## config.mk

```make
export PLATFORM = sky130hd
export DESIGN_NAME = spi_reg_initiator
export DESIGN_NICKNAME = d
export VERILOG_FILES = /design/src/rtl/spi_reg_pkg.sv /design/src/rtl/spi_sync.sv /design/src/rtl/spi_reg_initiator.sv
export SDC_FILE = /design/constraint.sdc
export NUM_CORES = 1
export LEC_CHECK = 0
export ABC_CLOCK_PERIOD_IN_PS = 5000
export BUFFER_PORTS_ARGS = -buffer_cell sky130_fd_sc_hd__buf_2
export CORE_MARGIN = 5
export CORE_UTILIZATION = 40
export DETAILED_ROUTE_END_ITERATION = 7
export HOLD_SLACK_MARGIN = 0.1
export SLEW_MARGIN = 20
export SYNTH_ARGS = -nofsm -noshare
export SYNTH_HDL_FRONTEND = slang
export SYNTH_SLANG_ARGS = --single-unit
```

## constraint.sdc

```tcl
create_clock -name clk -period 5 [get_ports clk]
set_input_delay 1 -clock clk [delete_from_list [all_inputs] [get_ports clk]]
set_output_delay 1 -clock clk [all_outputs]
set_load 0.02 [all_outputs]
```

## src/rtl/spi_reg_pkg.sv

```systemverilog
// Shared types and constants for the SPI register initiator.
// FSM encodings, command bit values and frame-length helpers.
package spi_reg_pkg;

    typedef logic [2:0] state_t;

    localparam state_t ST_IDLE = 3'd0;
    localparam state_t ST_HDR  = 3'd1;
    localparam state_t ST_BUS  = 3'd2;
    localparam state_t ST_DATA = 3'd3;
    localparam state_t ST_DONE = 3'd4;

    localparam logic CMD_WRITE = 1'b1;
    localparam logic CMD_READ  = 1'b0;

    function automatic int hdr_len(input int addr_w);
        return 1 + addr_w;
    endfunction

    function automatic int frame_len(input int addr_w, input int reg_w);
        return 1 + addr_w + reg_w;
    endfunction

endpackage

```

## src/rtl/spi_sync.sv

```systemverilog
// Two-flop synchronizer for one asynchronous SPI pin.
// RST_VAL is the pin's idle level so reset does not fake an edge.
module spi_sync #(
    parameter logic RST_VAL = 1'b0
) (
    input  logic clk,
    input  logic rst,
    input  logic d,
    output logic q
);

    logic meta;

    // Two-stage capture of the pin into the clk domain.
    always_ff @(posedge clk or posedge rst) begin
        if (rst) begin
            meta <= RST_VAL;
            q    <= RST_VAL;
        end else begin
            meta <= d;
            q    <= meta;
        end
    end

endmodule

```

## src/rtl/spi_reg_initiator.sv

```systemverilog
// SPI mode-0 target that turns serial frames into register bus
// transactions; oversamples the SPI pins in the clk domain.
module spi_reg_initiator
    import spi_reg_pkg::*;
#(
    parameter int ADDR_W  = 8,
    parameter int REG_W   = 8,
    parameter int TIMEOUT = 15
) (
    input  logic              clk,
    input  logic              rst,
    input  logic              ena,
    input  logic              sclk,
    input  logic              cs_n,
    input  logic              mosi,
    output logic              miso,
    output logic              wr_rdn,
    output logic [ADDR_W-1:0] addr,
    output logic [REG_W-1:0]  wdata,
    output logic              we,
    input  logic [REG_W-1:0]  rdata,
    input  logic              ack,
    input  logic              err,
    output logic              busy,
    output logic              status_err
);

    localparam int HDR_LEN   = hdr_len(ADDR_W);
    localparam int FRAME_LEN = frame_len(ADDR_W, REG_W);
    localparam int CNT_W     = $clog2(FRAME_LEN + 1);
    localparam int TMO_W     = $clog2(TIMEOUT + 1);

    localparam logic [CNT_W-1:0] HDR_LAST = CNT_W'(HDR_LEN - 1);
    localparam logic [CNT_W-1:0] DAT_LAST = CNT_W'(REG_W - 1);
    localparam logic [TMO_W-1:0] TMO_LAST = TMO_W'(TIMEOUT - 1);

    logic               sclk_s, cs_s, mosi_s;
    logic               sclk_d, cs_d;
    logic [1:0]         arm;
    logic               rise, fall, cs_fall;
    state_t             state;
    logic [CNT_W-1:0]   cnt;
    logic [TMO_W-1:0]   tmo;
    logic [ADDR_W-1:0]  hdr;
    logic [HDR_LEN-1:0] hdr_nxt;
    logic [REG_W-1:0]   tx;
    logic               seen;
    logic               late;

    spi_sync #(.RST_VAL(1'b0)) u_sync_sclk (
        .clk (clk),
        .rst (rst),
        .d   (sclk),
        .q   (sclk_s)
    );

    spi_sync #(.RST_VAL(1'b1)) u_sync_cs (
        .clk (clk),
        .rst (rst),
        .d   (cs_n),
        .q   (cs_s)
    );

    spi_sync #(.RST_VAL(1'b0)) u_sync_mosi (
        .clk (clk),
        .rst (rst),
        .d   (mosi),
        .q   (mosi_s)
    );

    assign rise    = sclk_s & ~sclk_d;
    assign fall    = ~sclk_s & sclk_d;
    assign cs_fall = (arm == 2'd3) & cs_d & ~cs_s;
    assign hdr_nxt = {hdr, mosi_s};
    assign busy    = (state != ST_IDLE);

    // Edge history; arm holds off cs detection until the
    // synchronizers have flushed their reset values.
    always_ff @(posedge clk or posedge rst) begin
        if (rst) begin
            sclk_d <= 1'b0;
            cs_d   <= 1'b1;
            arm    <= 2'd0;
        end else begin
            sclk_d <= sclk_s;
            cs_d   <= cs_s;
            if (arm != 2'd3)
                arm <= arm + 2'd1;
        end
    end

    // Frame sequencing, bus handshake and miso shifting.
    always_ff @(posedge clk or posedge rst) begin
        if (rst) begin
            state      <= ST_IDLE;
            cnt        <= '0;
            tmo        <= '0;
            hdr        <= '0;
            tx         <= '0;
            seen       <= 1'b0;
            late       <= 1'b0;
            miso       <= 1'b0;
            wr_rdn     <= 1'b0;
            addr       <= '0;
            wdata      <= '0;
            we         <= 1'b0;
            status_err <= 1'b0;
        end else begin
            case (state)
                ST_IDLE: begin
                    miso <= 1'b0;
                    if (ena && cs_fall) begin
                        cnt        <= '0;
                        status_err <= 1'b0;
                        late       <= 1'b0;
                        state      <= ST_HDR;
                    end
                end
                ST_HDR: begin
                    if (cs_s) begin
                        state <= ST_IDLE;
                    end else if (rise) begin
                        hdr <= hdr_nxt[ADDR_W-1:0];
                        cnt <= cnt + 1'b1;
                        if (cnt == HDR_LAST) begin
                            cnt    <= '0;
                            addr   <= hdr_nxt[ADDR_W-1:0];
                            wr_rdn <= hdr_nxt[HDR_LEN-1];
                            if (hdr_nxt[HDR_LEN-1] == CMD_WRITE) begin
                                state <= ST_DATA;
                            end else begin
                                tmo   <= '0;
                                state <= ST_BUS;
                            end
                        end
                    end
                end
                ST_DATA: begin
                    if (cs_s) begin
                        miso  <= 1'b0;
                        state <= ST_IDLE;
                    end else if (wr_rdn == CMD_WRITE) begin
                        if (rise) begin
                            wdata <= {wdata[REG_W-2:0], mosi_s};
                            cnt   <= cnt + 1'b1;
                            if (cnt == DAT_LAST) begin
                                we    <= 1'b1;
                                tmo   <= '0;
                                state <= ST_BUS;
                            end
                        end
                    end else begin
                        if (rise) begin
                            seen <= 1'b1;
                            cnt  <= cnt + 1'b1;
                            if (cnt == DAT_LAST) begin
                                miso  <= 1'b0;
                                state <= ST_DONE;
                            end
                        end else if (fall && seen) begin
                            miso <= tx[REG_W-1];
                            tx   <= {tx[REG_W-2:0], 1'b0};
                        end
                    end
                end
                ST_BUS: begin
                    if (rise && wr_rdn == CMD_READ) begin
                        late       <= 1'b1;
                        status_err <= 1'b1;
                    end
                    if (ack) begin
                        we <= 1'b0;
                        if (err)
                            status_err <= 1'b1;
                        if (wr_rdn == CMD_READ && !late && !rise) begin
                            miso  <= rdata[REG_W-1];
                            tx    <= {rdata[REG_W-2:0], 1'b0};
                            seen  <= 1'b0;
                            cnt   <= '0;
                            state <= ST_DATA;
                        end else begin
                            state <= ST_DONE;
                        end
                    end else if (tmo == TMO_LAST) begin
                        we         <= 1'b0;
                        status_err <= 1'b1;
                        state      <= ST_DONE;
                    end else begin
                        tmo <= tmo + 1'b1;
                    end
                end
                ST_DONE: begin
                    miso <= 1'b0;
                    if (cs_s)
                        state <= ST_IDLE;
                end
                default: begin
                    state <= ST_IDLE;
                end
            endcase
        end
    end

endmodule

```

Yosys cells after proc, flatten, opt, wreduce, memory -nomap -nowiden
Cells that the tools add are included.

Word-level logic and storage cells: 167. Bits of input ports: 16. Output and inout port bits: 21. Flip-flop bits (word level): 60.

Equal/unequal tests: 35. Reduce and logical (&&, ||, !) cells: 27. $add $sub $neg: 3. Muxes and demuxes: 72. Bitwise gates (word level): 8.

Operators with widths (count): 8-bit 2-to-1 mux (6); 3-bit 2-to-1 mux (14); 4-bit 2-to-1 mux (10); 5-bit 2-to-1 mux (8); 2-bit != test, second input constant (18); 1-bit 2-to-1 mux (25); 5-bit case mux with 4 select lines (1); 6-bit AND reduction (3); 8-bit case mux with 2 select lines (1); 3-bit by 2-bit != test with 1-bit output, second input constant (5); 3-bit case mux with 5 select lines (1); 7-bit AND reduction (2); 4-bit case mux with 3 select lines (1); 11-bit AND reduction (1); 3-bit nonzero test (3); 4-bit by 3-bit != test with 1-bit output, second input constant (2); 1-bit case mux with 2 select lines (4); 4-bit AND reduction (2); 8-bit AND reduction (1); 3-bit by 2-bit equality test with 1-bit output, second input constant (2); 3-bit AND reduction (2); 5-bit by 1-bit adder with 5-bit output, second input constant (1); 5-bit by 3-bit equality test with 1-bit output, second input constant (1); 5-bit by 4-bit equality test with 1-bit output, second input constant (1); 18 further kinds (30).

Logic depth before layout (Yosys ltp)
Depth in word-level cells: 8. Mapped depth: 7. Gate-level depth less buffers: 7.

By module
Synthesis repeated with hierarchy kept, for this count alone.

Cells, all modules: 237. Area, all modules: 2864.0 um2.

Modules (own cells, without submodules): spi_reg_initiator (sequential area each 1327.5 um2, times used 1, cells an instance 228, area an instance 2700.1 um2); spi_sync (u_sync_mosi ...) (sequential area each 50.0 um2, times used 2, cells an instance 3, area an instance 53.8 um2); spi_sync (u_sync_cs) (sequential area each 52.6 um2, times used 1, cells an instance 3, area an instance 56.3 um2).

Least setup slack after synthesis
OpenSTA, ideal clock, no wires.

Path kind: input -> register. From: input port ack. To: register tx[3]. Stages on the path: 6. Setup time: 0.130 ns. Buffers on the path: 1. Required time: 4.870 ns. Slack: 3.027 ns. Arrival: 1.843 ns. Cell sequence: nand2b_1 > nor4_1 > o21ai_1 > buf_2 > nand2_1 > o21ai_1.

Cells in the longest elaborated chain, start to end: 2.

RTL lines: from (decl) (RTL line spi_reg_initiator.sv:22) `input logic ack,`; 2-bit != test (no source line); 7-bit AND reduction (no source line); to (signal assigned) (RTL line spi_reg_initiator.sv:162) `tx <= {tx[REG_W-2:0], 1'b0};`; to (signal assigned) (RTL line spi_reg_initiator.sv:177) `tx <= {rdata[REG_W-2:0], 1'b0};`; to (decl) (RTL line spi_reg_initiator.sv:46) `logic [REG_W-1:0] tx;`.

Every way passes these cells. A chain may end at the register's enable or synchronous reset.

Final worst setup path
From: register state[0]. To: output port busy.

Cells in the longest elaborated chain, start to end: 1.

RTL lines: from (decl) (RTL line spi_reg_initiator.sv:41) `state_t state;`; from (signal assigned) (RTL line spi_reg_initiator.sv:95) `state <= ST_IDLE;`; from (signal assigned) (RTL line spi_reg_initiator.sv:116) `state <= ST_HDR;`; from (signal assigned) (RTL line spi_reg_initiator.sv:121) `state <= ST_IDLE;`; 3-bit nonzero test (RTL line spi_reg_initiator.sv:75) `assign busy = (state != ST_IDLE);`; to (decl) (RTL line spi_reg_initiator.sv:24) `output logic busy,`.

Every way passes these cells.

==> impl_metrics.yaml <==
global_routing:
  grt_max_degree: 60
  antenna_found_initial: 0
  overflow: 0
  grt_pass1_vias: 2031
  grt_use_total_pct: 14.6
  grt_pass1_wl_um: 9890
detailed_routing:
  firstDrtPassIters: 5
  vias: 2024
  via_per_inst: 5.38
  drt-total-wl_um: 5820
  drt_drc_violations_left: 0
  avgRoutedWirePerCell_um: 15.5
  antenna_left: 0
  drt_iter0_drc: 150
sta:
  period_share_pct: 50.5
  setup_ws_ns: 2.47
  hold_viol_final: 0
  maxSlewViolCount: 0
  fmax_ghz: 0.396
  tightest_slew_ns: 0.851
  finClkSkew_ns: 0.00865
  fin_crit_ns: 2.53
  setup_viol: 0
  setup_tns_ns: 0
  rsz0062_at_grt: "no"
  slew_headroom_pct: 42.9
critical_path:
  path_cells: "inv_2 -> nand3_1 -> buf_2"
  end_kind: "output port"
  path_class: "reg -> out"
  path_delay_family: "flip-flops"
  cp_slowest_cell: "dfrtp_1"
  cp-start-kind: "flip-flop"
  cp.buffers_inverters: 2
  cp.required_ns: 4.00
  worstPathMaxFanout: 15
  max_stage_delay_ns: 0.66
  cp.arrival_ns: 1.53
synth:
  yosysSeqAreaShare_pct: 53.1
  yosys-top-cells-area: "dfrtp_1 50%, mux2_2 8.1%, mux2_4 4.9%"
  synth_compound_area_share_pct: 12.2
  synthXorXnorAreaFrac_pct: 0.314
  syn_area_sq_mm: 0.00279
  syn_inst: 236
  synth_enable_flop_cells: 0
  ys.warnings.count: 0
  ys_types: 47
  yosysTopAreaCell: "dfrtp_1"
  synth_top_family_by_area: "multiplexers"
  synth-simple-area-share_pct: 13.3
  synth_fp_nets: 257
  ys_ff_latch: 59
  ys.flop_type: "dfrtp_1"
  synthMuxAreaShare_pct: 15.5
  synth_adder_area_share_pct: 2.25
  async_flop_share_pct: 100
  synth.top_cell.area_share_pct: 50.3
  avgSynthCellArea_sq_um: 11.8
finish:
  fin_nets: 296
  post-route-util_pct: 48.3
  drive_gt1_share_pct: 33.2
  n_antenna_cell: 0
  areaGrowthSynthToFinish_pct: 17.7
  stdcell_count: 376
power_and_ir_drop:
  ir_worst_vdd_uv: 194
  powerDensity_mw_per_mm2: 458
  power.leakage_nw: 1.61
die:
  dieArea_sq_mm: 0.00873
  die_h_um: 93.4
  initial_core_util_pct: 41.0
  core_area_sq_mm: 0.00679
  rows: 30
  ios: 37
  die_w_um: 93.4
flow_run:
  cap_violations: 0
clock_tree:
  numCtsBuffers: 9
  postCtsHoldBufs: 0
  clockBufferDepth: 2
  cts_resized: 0
  cts_sinks: 59
  post_cts_buffers: 0
  root_buffer: "clkbuf_8"
  htreeDepth: 3
  clkSlewWorstSetupHoldPaths_ns: 0.07
  cts_tree: "built"
  clk_latency_ns: 0.34
worst_hold_path:
  hold_class: "reg -> reg"
place:
  place_inst: 360
  place_ws_ns: 2.58
  numPortBuffers: 36
  hpwl_um: 3950
  place.gp.congestion: 0.868
run_status:
  status: "finished clean"
cells in the mapped netlist, types with 2 or more instances:
library cell / count
and3_1: 2
a221oi_1: 2
mux2_2: 20
ha_1: 5
nand2b_1: 3
nor3_1: 2
mux2_4: 9
nand4_1: 5
and4b_1: 2
o21ai_0: 15
nor2_1: 8
nor4_1: 3
o31ai_1: 3
inv_2: 3
a21o_1: 3
a31oi_1: 4
buf_2: 7
buf_6: 2
a22o_1: 2
nand3_1: 6
mux2i_1: 7
dfstp_2: 3
o211ai_1: 3
inv_1: 6
nor2b_1: 3
nand2_1: 19
a211oi_1: 2
a221o_1: 3
o21ai_1: 8
a21oi_1: 4
dfrtp_1: 56
flip-flops by register name, summed over array words and instances (netlist names), 2 cells and up:
register / flops
addr: 8
hdr: 8
wdata: 8
tx: 7
cnt: 5
tmo: 4
state: 3
arm: 2
path summary, 6_finish.rpt:
path / start / end / slack (ns) / cells after the start
max reg2reg: state[1] / miso / 2.77 / 5
min in group asynchronous: rst / addr[0] / 0.85 / 3
max: state[0] / busy / 2.47 / 3
min: u_sync_sclk.meta / u_sync_sclk.q / 0.35 / 0
min reg2reg: u_sync_sclk.meta / u_sync_sclk.q / 0.35 / 0
max in group asynchronous: rst / tmo[3] / 3.63 / 3
final cells by class:
cell class / count / area (sq um)
Inverter: 9 / 33.8
Timing Repair Buffer: 37 / 188
Tap cell: 96 / 120
Clock inverter: 4 / 97.6
Sequential cell: 59 / 1480
Multi-Input combinational cell: 159 / 1210
Fill cell: 619 / 3520
Clock buffer: 12 / 145
layout by cell type, fill, tap and decap left out, types with 3 or more instances in the layout:
cell,count
a21o_1,3
nand2_1,19
clkbuf_8,10
o31ai_1,3
nor2_1,8
nand4_1,5
o21ai_1,8
mux2_2,20
bufinv_16,3
buf_2,36
mux2i_1,7
a31oi_1,4
dfstp_2,3
a21oi_1,4
mux2_4,9
nor2b_1,3
a221o_1,3
ha_1,5
o21ai_0,15
o211ai_1,3
nor4_1,3
nand2b_1,3
inv_2,4
inv_1,5
nand3_1,6
dfrtp_1,56
metal layers:
metal | part of all wire (%) | track usage, % | up-vias
met3 | 6.1 | 4.34 | 19
met1 | 46 | 19.0 | 981
li1 | - | - | 944
met5 | 0 | 0 | -
met4 | 2.8 | 7.57 | 0
met2 | 45 | 22.0 | 80
through the flow:
stage | power (mW) | hold slack [ns] | area [sq um]
2_1_floorplan | 0.877 | 0.331 | 2790
5_1_grt | 1.59 | 0.354 | 3280
3_3_place_gp | 0.967 | 0.332 | 3040
3_5_place_dp | 0.973 | 0.335 | 3040
6_report | 1.50 | 0.348 | 3280
4_1_cts | 1.51 | 0.350 | 3280
power by group:
group	total [mW]	leakage [nW]	internal, mW	switching (mW)
logic	0.347	0.719	0.138	0.209
registers	0.620	0.772	0.544	0.0755
clock network	0.535	0.117	0.345	0.190
cells by family after synthesis:
kind of cell | count (synthesis)
buffers and inverters | 18
AND/OR/NAND/NOR | 65
AO/OA/AOI/OAI | 52
adder cells (fa/ha/maj) | 5
XOR/XNOR | 1
multiplexers | 36
flip-flops | 59
No activity file was read; power rests on OpenSTA's default activity.
